File: config.mk
export PLATFORM = sky130hd
export DESIGN_NAME = clk_ratio_meter
export DESIGN_NICKNAME = d
export VERILOG_FILES = /design/src/rtl/clk_ratio_meter.sv
export SDC_FILE = /design/constraint.sdc
export NUM_CORES = 1
export LEC_CHECK = 0
export CAP_MARGIN = 20
export CORE_MARGIN = 2
export CORE_UTILIZATION = 55
export CTS_BUF_LIST = sky130_fd_sc_hd__clkbuf_16
export DETAILED_ROUTE_END_ITERATION = 10
export PLACE_DENSITY = 0.77
export SETUP_SLACK_MARGIN = 0.4
export SLEW_MARGIN = 20
export SYNTH_ARGS = -nofsm -noshare
export SYNTH_HDL_FRONTEND = slang
export SYNTH_SLANG_ARGS = --single-unit
export TNS_END_PERCENT = 50
File: constraint.sdc
create_clock -name i_ref_clk -period 4.6 [get_ports i_ref_clk]
set_clock_uncertainty 0.2 [all_clocks]
set_input_delay 0.69 -clock i_ref_clk [delete_from_list [all_inputs] [get_ports i_ref_clk]]
set_output_delay 0.69 -clock i_ref_clk [all_outputs]
set_load 0.005 [all_outputs]
File: src/rtl/clk_ratio_meter.sv
// Measures the period and high-phase width of an asynchronous divided clock in
// i_ref_clk cycles, and reports lock once the period has been stable long enough.
module clk_ratio_meter #(
  parameter int CLK_DIV_WIDTH = 8,
  parameter int SYNC_STAGES   = 2,
  parameter int LOCK_COUNT    = 3
) (
  input  logic                     i_ref_clk,
  input  logic                     i_rst_n,
  input  logic                     i_en,
  input  logic                     i_div_clk,
  output logic [CLK_DIV_WIDTH-1:0] o_ratio,
  output logic [CLK_DIV_WIDTH-1:0] o_high_cycles,
  output logic                     o_ratio_valid,
  output logic                     o_locked,
  output logic                     o_timeout
);

  localparam int W = CLK_DIV_WIDTH;
  localparam logic [W-1:0] CNT_ZERO = {W{1'b0}};
  localparam logic [W-1:0] CNT_ONE  = {{(W-1){1'b0}}, 1'b1};
  localparam logic [W-1:0] CNT_MAX  = {W{1'b1}};
  // pcnt reaching all-ones on the coming edge is the timeout point
  localparam logic [W-1:0] CNT_TRIG = {{(W-1){1'b1}}, 1'b0};
  localparam logic [4:0]   LOCK_C   = 5'(LOCK_COUNT);

  typedef enum logic [1:0] {
    IDLE       = 2'd0,
    WAIT_FIRST = 2'd1,
    MEASURE    = 2'd2
  } state_t;

  state_t                 state_q, state_d;
  logic [SYNC_STAGES-1:0] sync_q, sync_d;
  logic                   prev_q, prev_d;
  logic [W-1:0]           pcnt_q, pcnt_d;
  logic [W-1:0]           hcnt_q, hcnt_d;
  logic [W-1:0]           ratio_q, ratio_d;
  logic [W-1:0]           high_q, high_d;
  logic [3:0]             match_q, match_d;
  logic                   seen_q, seen_d;
  logic                   valid_q, valid_d;
  logic                   locked_q, locked_d;
  logic                   timeout_q, timeout_d;

  logic                   s_s;
  logic                   rise_s;
  logic                   timeout_s;
  logic [W-1:0]           ratio_new_s;
  logic [4:0]             match_inc_s;

  assign s_s         = sync_q[SYNC_STAGES-1];
  assign rise_s      = s_s & ~prev_q;
  assign timeout_s   = i_en && (state_q != IDLE) && !rise_s && (pcnt_q == CNT_TRIG);
  assign ratio_new_s = pcnt_q + CNT_ONE;
  assign match_inc_s = {1'b0, match_q} + 5'd1;

  always_ff @(posedge i_ref_clk) begin
    if (!i_rst_n) begin
      state_q   <= IDLE;
      sync_q    <= {SYNC_STAGES{1'b0}};
      prev_q    <= 1'b0;
      pcnt_q    <= CNT_ZERO;
      hcnt_q    <= CNT_ZERO;
      ratio_q   <= CNT_ZERO;
      high_q    <= CNT_ZERO;
      match_q   <= 4'd0;
      seen_q    <= 1'b0;
      valid_q   <= 1'b0;
      locked_q  <= 1'b0;
      timeout_q <= 1'b0;
    end else begin
      state_q   <= state_d;
      sync_q    <= sync_d;
      prev_q    <= prev_d;
      pcnt_q    <= pcnt_d;
      hcnt_q    <= hcnt_d;
      ratio_q   <= ratio_d;
      high_q    <= high_d;
      match_q   <= match_d;
      seen_q    <= seen_d;
      valid_q   <= valid_d;
      locked_q  <= locked_d;
      timeout_q <= timeout_d;
    end
  end

  always_comb begin
    state_d = state_q;
    case (state_q)
      IDLE: begin
        if (i_en) state_d = WAIT_FIRST;
        else      state_d = IDLE;
      end
      WAIT_FIRST: begin
        if (!i_en)       state_d = IDLE;
        else if (rise_s) state_d = MEASURE;
        else             state_d = WAIT_FIRST;
      end
      MEASURE: begin
        if (!i_en)          state_d = IDLE;
        else if (timeout_s) state_d = WAIT_FIRST;
        else                state_d = MEASURE;
      end
      default: state_d = IDLE;
    endcase
  end

  always_comb begin
    if (SYNC_STAGES > 1) sync_d = {sync_q[SYNC_STAGES-2:0], i_div_clk};
    else                 sync_d = {SYNC_STAGES{i_div_clk}};
    prev_d    = s_s;
    pcnt_d    = pcnt_q;
    hcnt_d    = hcnt_q;
    ratio_d   = ratio_q;
    high_d    = high_q;
    match_d   = match_q;
    seen_d    = seen_q;
    locked_d  = locked_q;
    valid_d   = 1'b0;
    timeout_d = 1'b0;
    if (!i_en || state_q == IDLE) begin
      pcnt_d   = CNT_ZERO;
      hcnt_d   = CNT_ZERO;
      ratio_d  = CNT_ZERO;
      high_d   = CNT_ZERO;
      match_d  = 4'd0;
      seen_d   = 1'b0;
      locked_d = 1'b0;
    end else if (rise_s) begin
      pcnt_d = CNT_ZERO;
      hcnt_d = CNT_ONE;
      if (state_q == MEASURE) begin
        ratio_d = ratio_new_s;
        high_d  = hcnt_q;
        valid_d = 1'b1;
        seen_d  = 1'b1;
        // Only a period with a measured predecessor can extend the match run
        if (seen_q && (ratio_new_s == ratio_q)) begin
          match_d  = (match_inc_s > LOCK_C) ? LOCK_C[3:0] : match_inc_s[3:0];
          locked_d = (match_inc_s >= LOCK_C);
        end else begin
          match_d  = 4'd0;
          locked_d = 1'b0;
        end
      end else begin
        seen_d  = 1'b0;
        match_d = 4'd0;
      end
    end else if (timeout_s) begin
      timeout_d = 1'b1;
      pcnt_d    = CNT_ZERO;
      hcnt_d    = CNT_ZERO;
      ratio_d   = CNT_ZERO;
      high_d    = CNT_ZERO;
      match_d   = 4'd0;
      seen_d    = 1'b0;
      locked_d  = 1'b0;
    end else begin
      pcnt_d = pcnt_q + CNT_ONE;
      if (s_s && (hcnt_q != CNT_MAX)) hcnt_d = hcnt_q + CNT_ONE;
      else                            hcnt_d = hcnt_q;
    end
  end

  assign o_ratio       = ratio_q;
  assign o_high_cycles = high_q;
  assign o_ratio_valid = valid_q;
  assign o_locked      = locked_q;
  assign o_timeout     = timeout_q;

endmodule

==> results.md, run 1 <==
* Outcome: finished, final reports clean
* Register area at about 900 sq um
* Area used by multi-input combinational logic at between 1000 and 1500 sq um
* DR pass1 iterations at 4
* Area contributors post-synth: dfxtp_1 46%, nor2_1 6.9%, xnor2_1 5.8%
* Met2 track demand over resource at 0.370
* Maxcap violations at 0
* Final antenna diode count at 0
* Slew @ Worst Pin at a little under 0.9 ns
* Vias at 1,512
* Yosys reg bits at 45
* Clk sinks at 45
* CP Class: primary input to register
* Register area share after synthesis at 0.458
* Worst-Skew Late Latency at between 0.2 and 0.3 ns
* Syn Area/Cell at 9.45 sq um
* CP endpoint kind: register
* Required @ worst endpoint at between 4 and 5 ns
* DR vias/cell at 5.44
* First-pass GRT wire length at roughly 7.1 mm
* Area Overhead vs Synth at 20.9%
* Final weighted congestion in routability-driven placement at ~0.8
* Syn_nets at 217
* Top Usage Layer GRT: met2
* Syn Inst Count at about 210
* CTS Hold Bufs at 0
* Root buf cell: clkbuf_16
* Post-synth EDFFs at 0
* Post-CTS Setup Bufs at 0
* Die height at ~64 um
* Switch Pwr at approximately 0.15 mW
* GRT Util Overall at 0.224
* Leading area contributor after synthesis: dfxtp_1
* Pre-CTS setup slack at about 1.7 ns
* Area of the core at 3390 sq um
* PortBufs at 22
* Fill cells at approximately 260
* Final min period at about 2.6 ns
* CTS tree: done
* Top cell type's share of synthesized area at 0.458
* Combinational Power Share at 0.018
* Final Hold Viols at 0
* Synth cell count leaders: 45 x dfxtp_1, 36 x nor2_1, 14 x a22oi_1
* Crit path launch type: primary input
* Met1 Usage GRT at 0.285
* Headroom to the max-slew limit at 0.410
* Ys Warns at 0
* Remaining Overflow, GRT at 0
* Initial core utilization at 0.580
* Crit path arrival time at about 2.5 ns
* Initial antenna violation count at 0
* Antenna-violating nets left at 0
* H-tree levels at 2
* WL final at roughly 4 mm
* Die Width at between 60 and 70 um
* P_leak at 0.853 nW
* Power Dens Cells at around 340 nW/um^2
* Setup tns final at 0 ns
* Tcrit/Tclk final at 0.564
* Max VDD drop at between 200 and 250 uV
* Fin nets at between 200 and 250
* Post-route setup slack at between 2 and 2.5 ns
* Post-CTS Resized at 0
* Rows at 21
* Top-count cell post-synth: dfxtp_1
* Largest net degree at the start of global routing at 21
* Post-synthesis instance area at between 1500 and 2000 sq um
* CTS max path bufs at 2
* Ports at 23
* Internal at between 0.6 and 0.7 mW
* Hpwl dp at ~2.8 mm
* Sw Ratio at 0.184
* DIE AREA at 4070 sq um
* Most used DFF post-synth: dfxtp_1
* Asr flop ratio synth at 0
* Synth cell types at 41
* Slew Limit Fails at 0
* Fmax achieved at 385 MHz
* Routed length per instance at about 14 um
* Worst Path Max Fanout at 12
* CTS clock-pin slew for the worst setup and hold paths at approximately 0.06 ns
* Hold Path Class: register to register
* Detailed Route Iter0 Violations at 82
* Sequential share of power at 0.494
* # DRC at 0
* Share of layout cells above drive strength 1 at 0.0690
* Power share of the clock group at 0.487
* Final Setup Violations at 0
* GR Layer Usage met3 at 0.0581
* RSZ-0062 raised after global routing: no
* Vias in the first global route at 1,554
* CTS Buf Count at 5
power by group through the flow:
stage	sequential, mW	clock (mW)	combinational, mW
after floorplan	0.402	0	0.00839
after global placement	0.402	0	0.0140
after detailed placement	0.402	0	0.0144
after CTS	0.394	0.395	0.0147
after global routing	0.394	0.418	0.0163
final	0.394	0.388	0.0146
sequential cells by signal (all words and copies together) (netlist names):
register	cells
pcnt_q	8
sync_q	2
state_q	2
o_locked	1
o_ratio	8
o_ratio_valid	1
seen_q	1
hcnt_q	8
o_high_cycles	8
match_q	4
prev_q	1
o_timeout	1
through the flow:
step | area [sq um] | std cells | total power [mW] | util | hold slack [ns]
after global routing | 2380 | 278 | 0.829 | 0.701 | 0.270
final | 2380 | 278 | 0.797 | 0.701 | 0.230
after CTS | 2380 | 278 | 0.804 | 0.701 | 0.231
after detailed placement | 2210 | 270 | 0.417 | 0.653 | 0.223
after floorplan | 1970 | 208 | 0.410 | - | 0.209
after global placement | 2210 | 270 | 0.416 | 0.653 | 0.228
routing by layer:
| metal | vias up | routed length (um) |
|---|---|---|
| met3 | 4 | 142 |
| met1 | 722 | 1880 |
| met5 | - | 0 |
| met4 | 0 | 25 |
| met2 | 27 | 1960 |
| li1 | 759 | - |
cell families (layout without fill, tap and decap cells):
family                     count (synthesis)  after routing  synth area share
and+or+nand+nor                           87             87             0.233
DFF                                       45             45             0.458
AOI/OAI and AO/OA                         34             34             0.127
xor gates and xnor gates                  22             22             0.113
buffers and inverters                     14             38            0.0318
adders and majority gates                  5              5            0.0318
muxes                                      1              1           0.00509
worst max-delay path, stage by stage:
cell             delay, ns
clkdlybuf4s50_1       0.59
nand3_1               0.12
nor3_2                0.24
nand3_1               0.30
nand2_1               0.45
o22ai_1               0.15
cell type report:
| type | count | area share |
|---|---|---|
| clock inverter | 3 | 0.0158 |
| clock buffer | 5 | 0.0526 |
| multi-input combinational | 149 | 0.422 |
| inverter | 7 | 0.0111 |
| sequential | 45 | 0.379 |
| tap | 46 | 0.0242 |
| timing repair buffer | 23 | 0.0958 |
placed cells by master, fill, tap and decap left out, drive strengths merged, types with 2 or more instances in the layout:
cell,synthesis,layout
xor2,7,7
nand3,11,11
o31ai,2,2
nor3,2,2
and2,10,10
nor2,36,36
o211ai,3,3
dfxtp,45,45
a21oi,6,6
inv,7,8
clkdlybuf4s50,0,22
xnor2,13,13
nand2,14,14
ha,5,5
nor2b,3,3
a22oi,14,14
o21ai,3,3
nand4,3,3
clkbuf,4,5
and3,2,2
worst paths after layout:
| kind | end | start | cells past startpoint | slack, ns |
|---|---|---|---|---|
| hold / removal | match_q[3] | match_q[3] | 2 | 0.23 |
| hold reg to reg | match_q[3] | match_q[3] | 2 | 0.23 |
| setup reg to reg | o_ratio[7] | pcnt_q[0] | 7 | 2.30 |
| setup / recovery | match_q[0] | i_en | 6 | 2.01 |
Note: power is estimated with default switching activity, not from simulation.
==> run 2: changes to the inputs <==
Settings changed: CORE_UTILIZATION 55 to 49, PLACE_DENSITY 0.77 to 0.72.
Clock period 4.6 ns to 2.2 ns, I/O delays scaled along.
==> results.md, run 2 (synthesized netlist as in run 1, its figures left out) <==
* Share of layout cells above drive strength 1 at 0.239 (+0.170)
* Maxcap violations at 0 (unchanged)
* Reg2reg start: pcnt_q[0]
* Fin nets at 259 (+7.9%)
* Switch Pwr at 0.336 mW (+130%)
* Die height at 67.3 um (+5.6%)
* CTS Hold Bufs at 0 (unchanged)
* Outcome: finished, final reports clean
* Post-route setup slack at 0.332 ns (-1.67 ns)
* Final min period at around 1.9 ns
* H-tree levels at 2 (unchanged)
* Final Setup Violations at 0 (unchanged)
* Antenna-violating nets left at 0 (unchanged)
* Required @ worst endpoint at 2.20 ns (-2.35 ns)
* DIE AREA at 4530 sq um (+11%)
* Flop2flop setup slack at 0.33 ns (-1.97 ns)
* CTS Buf Count at 5 (unchanged)
* # DRC at 0 (unchanged)
* Final antenna diode count at 0 (unchanged)
* Detailed Route Iter0 Violations at 81 (-1.2%)
* WL final at 4.23 mm (+5.4%)
* Worst R2R Path Depth at 7 (unchanged)
* Power Dens Cells at 675 nW/um^2 (+100%)
* Post-layout util at 0.685 (-0.0165)
* Pre-CTS setup slack at 0.158 ns (-1.55 ns)
* Rows at 23 (+9.5%)
* Worst-Skew Late Latency at 0.28 ns (about the same)
* Max VDD drop at 510 uV (+130%)
* Clk sinks at 45 (unchanged)
* First-pass GRT wire length at 6.89 mm (-2.9%)
* Remaining Overflow, GRT at 0 (unchanged)
* PortBufs at 22 (unchanged)
* Area Overhead vs Synth at 37.4%
* Internal at 1.49 mW (+130%)
* Min-Delay Endpoint: sync_q[1]
* Post-route cell area at 2700 sq um (+14%)
* Commonest non-fill, non-tap cells in the layout: 39 x dfxtp_1, 36 x nor2_1, 21 x clkdlybuf4s50_1, 18 x buf_4, 13 x nand2_1
* CTS tree: done
* Fin cells at 301 (+8.3%)
* Register area at 913 sq um (+1.4%)
* Largest net degree at the start of global routing at 19 (-9.5%)
* RSZ-0062 raised after global routing: yes
* Initial antenna violation count at 0 (unchanged)
* Hold Path Class: register to register
* CTS clock-pin slew for the worst setup and hold paths at 0.06 ns (about the same)
* Placed insts at 286 (+5.9%)
* Area of the core at 3940 sq um (+16%)
* Final Hold Viols at 0 (unchanged)
* Slew Limit Fails at 0 (unchanged)
* P_leak at 0.978 nW (+15%)
* Ports at 23 (unchanged)
* Tcrit/Tclk final at 0.849
* Routed length per instance at 14.0 um (-2.6%)
* Post-DP Area at 2310 sq um (+4.4%)
* Combinational Power Share at 0.024 (+0.006)
* Crit path launch type: register
* Root buf cell: clkbuf_16
* Design Power at 1.82 mW (+130%)
* Reg2Reg Capture Point: match_q[1]
* Hold Slack at 0.233 ns (+0.00215 ns)
* CTS max path bufs at 2 (unchanged)
* Fill cells at 289 (+9.5%)
* CP endpoint kind: register
* CP Class: register to register
* Initial core utilization at 0.499 (-0.0813)
* Most common cell after layout, fill and taps aside: dfxtp_1
* Fmax achieved at around 540 MHz
* Hold_sp: sync_q[0]
* Worst Path Max Fanout at 4 (-8)
* Slew @ Worst Pin at 0.388 ns (-0.494 ns)
* Vias at 1,570 (+3.8%)
* DR pass1 iterations at 4 (unchanged)
* Power share of the clock group at 0.526 (+0.039)
* Area used by multi-input combinational logic at 1120 sq um (+12%)
* Crit. Startpoint: pcnt_q[0]
* GRT Util Overall at 0.204 (-0.0203)
* Sequential share of power at 0.451 (-0.043)
* Crit path arrival time at 1.87 ns (-0.67 ns)
* Hpwl dp at 2.69 mm (-3.1%)
* Die Width at 67.3 um (+5.6%)
* DR vias/cell at 5.22 (-4.1%)
* Sw Ratio at 0.184 (about the same)
* Final weighted congestion in routability-driven placement at 0.852 (+9.5%)
* Vias in the first global route at 1,474 (-5.1%)
* Headroom to the max-slew limit at 0.740 (+0.330)
* Setup tns final at 0 ns (unchanged)
* Hold Path Depth at 1 (-1)
## run 2: power by group through the flow
stage	logic [mW]	clock network, mW	registers [mW]
after floorplan	0.0176	0	0.840
after global placement	0.0355	0	0.842
after detailed placement	0.0357	0	0.842
after CTS	0.0413	0.975	0.822
after global routing	0.0477	1.01	0.821
final	0.0436	0.958	0.821
## run 2: layout make-up
cell class                      count  area share
Timing Repair Buffer               42       0.141
Multi-Input combinational cell    149       0.417
Inverter                            7      0.0107
Tap cell                           50      0.0232
Clock inverter                      3      0.0241
Clock buffer                        5      0.0463
Sequential cell                    45       0.338
## run 2: how the worst max path moves through the flow
stage	endpoint	slack, ns
3_3_place_gp	match_q[0]	0.21
4_1_cts	match_q[1]	0.35
6_report	match_q[1]	0.33
2_1_floorplan	match_q[1]	0.47
5_1_grt	match_q[1]	0.27
3_5_place_dp	state_q[0]	0.16
## run 2: timing repair
item	4_1_cts	5_1_grt
endpoints found under the hold margin	0	0
pin swaps	6	6
resized for setup	15	19
setup endpoints to repair	39	31
setup buffers	5	2
## run 2: per-layer routing
| metal | track usage | up-vias | part of all wire |
|---|---|---|---|
| met5 | 0 | - | 0 |
| met4 | 0.0689 | 0 | 0.0066 |
| met3 | 0.0550 | 2 | 0.039 |
| met2 | 0.354 | 26 | 0.50 |
| met1 | 0.242 | 743 | 0.45 |
| li1 | - | 799 | - |
## run 2: worst max-delay path: stages, from the launching register on
cell     delay, ns
dfxtp_4       0.36
buf_4         0.14
ha_4          0.18
xnor2_4       0.15
xnor2_1       0.16
nor4_4        0.27
nand2_2       0.11
o31ai_2       0.20
==> run 3: changes to the inputs <==
Clock period 2.2 ns to 1.7 ns, I/O delays scaled along.
==> results.md, run 3 (synthesized netlist as in run 1, its figures left out) <==
* Outcome: finished, violations left
* Failing checks: setup timing
* Initial antenna violation count at 0 (unchanged)
* Hold Slack at 0.235 ns (+0.00230 ns)
* Ports at 23 (unchanged)
* Worst Path Max Fanout at 5 (+1)
* Final Hold Viols at 0 (unchanged)
* Hold Path Class: register to register
* CTS Buf Count at 5 (unchanged)
* Commonest non-fill, non-tap cells in the layout: 42 x buf_4, 32 x nor2_1, 26 x dfxtp_1, 15 x dfxtp_2, 14 x a22oi_2
* Vias in the first global route at 1,789 (+21%)
* GRT Util Overall at 0.250 (+0.0462)
* Tcrit/Tclk final at 1.05 (+0.201)
* Pre-CTS setup slack at -0.387 ns (-0.545 ns)
* P_leak at 1.18 nW (+21%)
* Largest net degree at the start of global routing at 18 (-1)
* CP endpoint kind: register
* Final antenna diode count at 0 (unchanged)
* CTS tree: done
* Most common cell after layout, fill and taps aside: buf_4
* Remaining Overflow, GRT at 0 (unchanged)
* WL final at 5.05 mm (+19%)
* CTS max path bufs at 2 (unchanged)
* RSZ-0062 raised after global routing: yes
* Required @ worst endpoint at 1.70 ns (-0.50 ns)
* Die Width at 67.3 um (unchanged)
* H-tree levels at 2 (unchanged)
* Crit path launch type: register
* First-pass GRT wire length at 8.22 mm (+19%)
* Headroom to the max-slew limit at 0.701 (-0.0392)
* Maxcap violations at 0 (unchanged)
* Final Setup Violations at 17 (+17)
* Final min period at 1.78 ns (-0.0834 ns)
* DR pass1 iterations at 4 (unchanged)
* # DRC at 0 (unchanged)
* Vias at 1,719 (+9.5%)
* Worst-Skew Late Latency at 0.29 ns (about the same)
* Post-layout util at 0.783 (+0.0981)
* Setup tns final at -0.485 ns (-0.485 ns)
* Detailed Route Iter0 Violations at 86 (+6.2%)
* Area Overhead vs Synth at 57.0%
* CP Class: register to register
* Slew Limit Fails at 0 (unchanged)
* Power Dens Cells at 726 nW/um^2 (+7.5%)
* Clk sinks at 45 (unchanged)
* Antenna-violating nets left at 0 (unchanged)
* Share of layout cells above drive strength 1 at 0.504 (+0.265)
* Post-route setup slack at -0.0842 ns (-0.417 ns)
* DIE AREA at 4530 sq um (unchanged)
* PortBufs at 22 (unchanged)
* Worst R2R Path Depth at 7 (unchanged)
* Die height at 67.3 um (unchanged)
* Flop2flop setup slack at -0.08 ns (-0.42 ns)
* Design Power at 2.24 mW (+23%)
* Area of the core at 3940 sq um (unchanged)
* DR vias/cell at 5.18 (-0.73%)
* Crit path arrival time at 1.79 ns (-0.08 ns)
* Slew @ Worst Pin at 0.447 ns (+0.0586 ns)
* Hpwl dp at 3.14 mm (+16%)
* Max VDD drop at 491 uV (-3.6%)
* Initial core utilization at 0.499 (unchanged)
* Root buf cell: clkbuf_16
* Routed length per instance at 15.2 um (+8.3%)
* Final weighted congestion in routability-driven placement at 0.823 (-3.5%)
* Hold Path Depth at 1 (unchanged)
* Fin nets at 290 (+12%)
* Fmax achieved at 560 MHz (+4.7%)
* Rows at 23 (unchanged)
* CTS clock-pin slew for the worst setup and hold paths at 0.06 ns (about the same)
## run 3: cell types whose count changed in the layout (fill, tap and decap cells not counted), sizes merged, moves of 4 or more
| cell | delta |
|---|---|
| buf | +35 |
| clkbuf | +4 |
| clkdlybuf4s15 | +8 |
| clkdlybuf4s50 | -16 |
## run 3: per-layer routing
| metal | vias up | global-route usage | wire, um |
|---|---|---|---|
| met5 | - | 0 | 0 |
| met4 | 0 | 0.0995 | 116 |
| met3 | 10 | 0.0583 | 138 |
| met2 | 29 | 0.459 | 2690 |
| met1 | 823 | 0.275 | 2100 |
| li1 | 857 | - | - |
## run 3: cell type report
type	count	area, sq um
Multi-Input combinational cell	149	1280
Sequential cell	45	935
Fill cell	253	856
Timing Repair Buffer	73	608
Clock buffer	5	125
Tap cell	50	62.6
Clock inverter	3	46.3
Inverter	7	28.8
## run 3: path summary, 6_finish.rpt
path,end,from
max reg2reg,match_q[1],pcnt_q[0]
max,match_q[1],pcnt_q[0]
min,sync_q[1],sync_q[0]
min reg2reg,sync_q[1],sync_q[0]
## run 3: power by group
group          total (mW)  switching, mW  internal, mW
Combinational      0.0770         0.0386        0.0384
Sequential           1.06        0.00402          1.05
Clock                1.11          0.411         0.695
## run 3: critical path: stages, from the launching register on
cell and delay [ns]:
dfxtp_4 0.39, inv_4 0.05, ha_4 0.27, xor2_1 0.16, nand3_1 0.14, nor4_4 0.18
nand2_2 0.11, o31ai_2 0.21
## run 3: what timing repair did
action                                  in CTS  in global routing
pin swaps                                   31                 10
buffers inserted                             3                  4
endpoints found under the setup margin      60                 50
hold buffers                                 0                  0
gates resized for setup                    100                 22
## run 3: stage by stage
| step | instances | cell area, sq um |
|---|---|---|
| after floorplan | 208 | 2030 |
| after global placement | 317 | 2620 |
| after detailed placement | 317 | 2620 |
| after CTS | 328 | 3010 |
| after global routing | 332 | 3090 |
| final | 332 | 3090 |
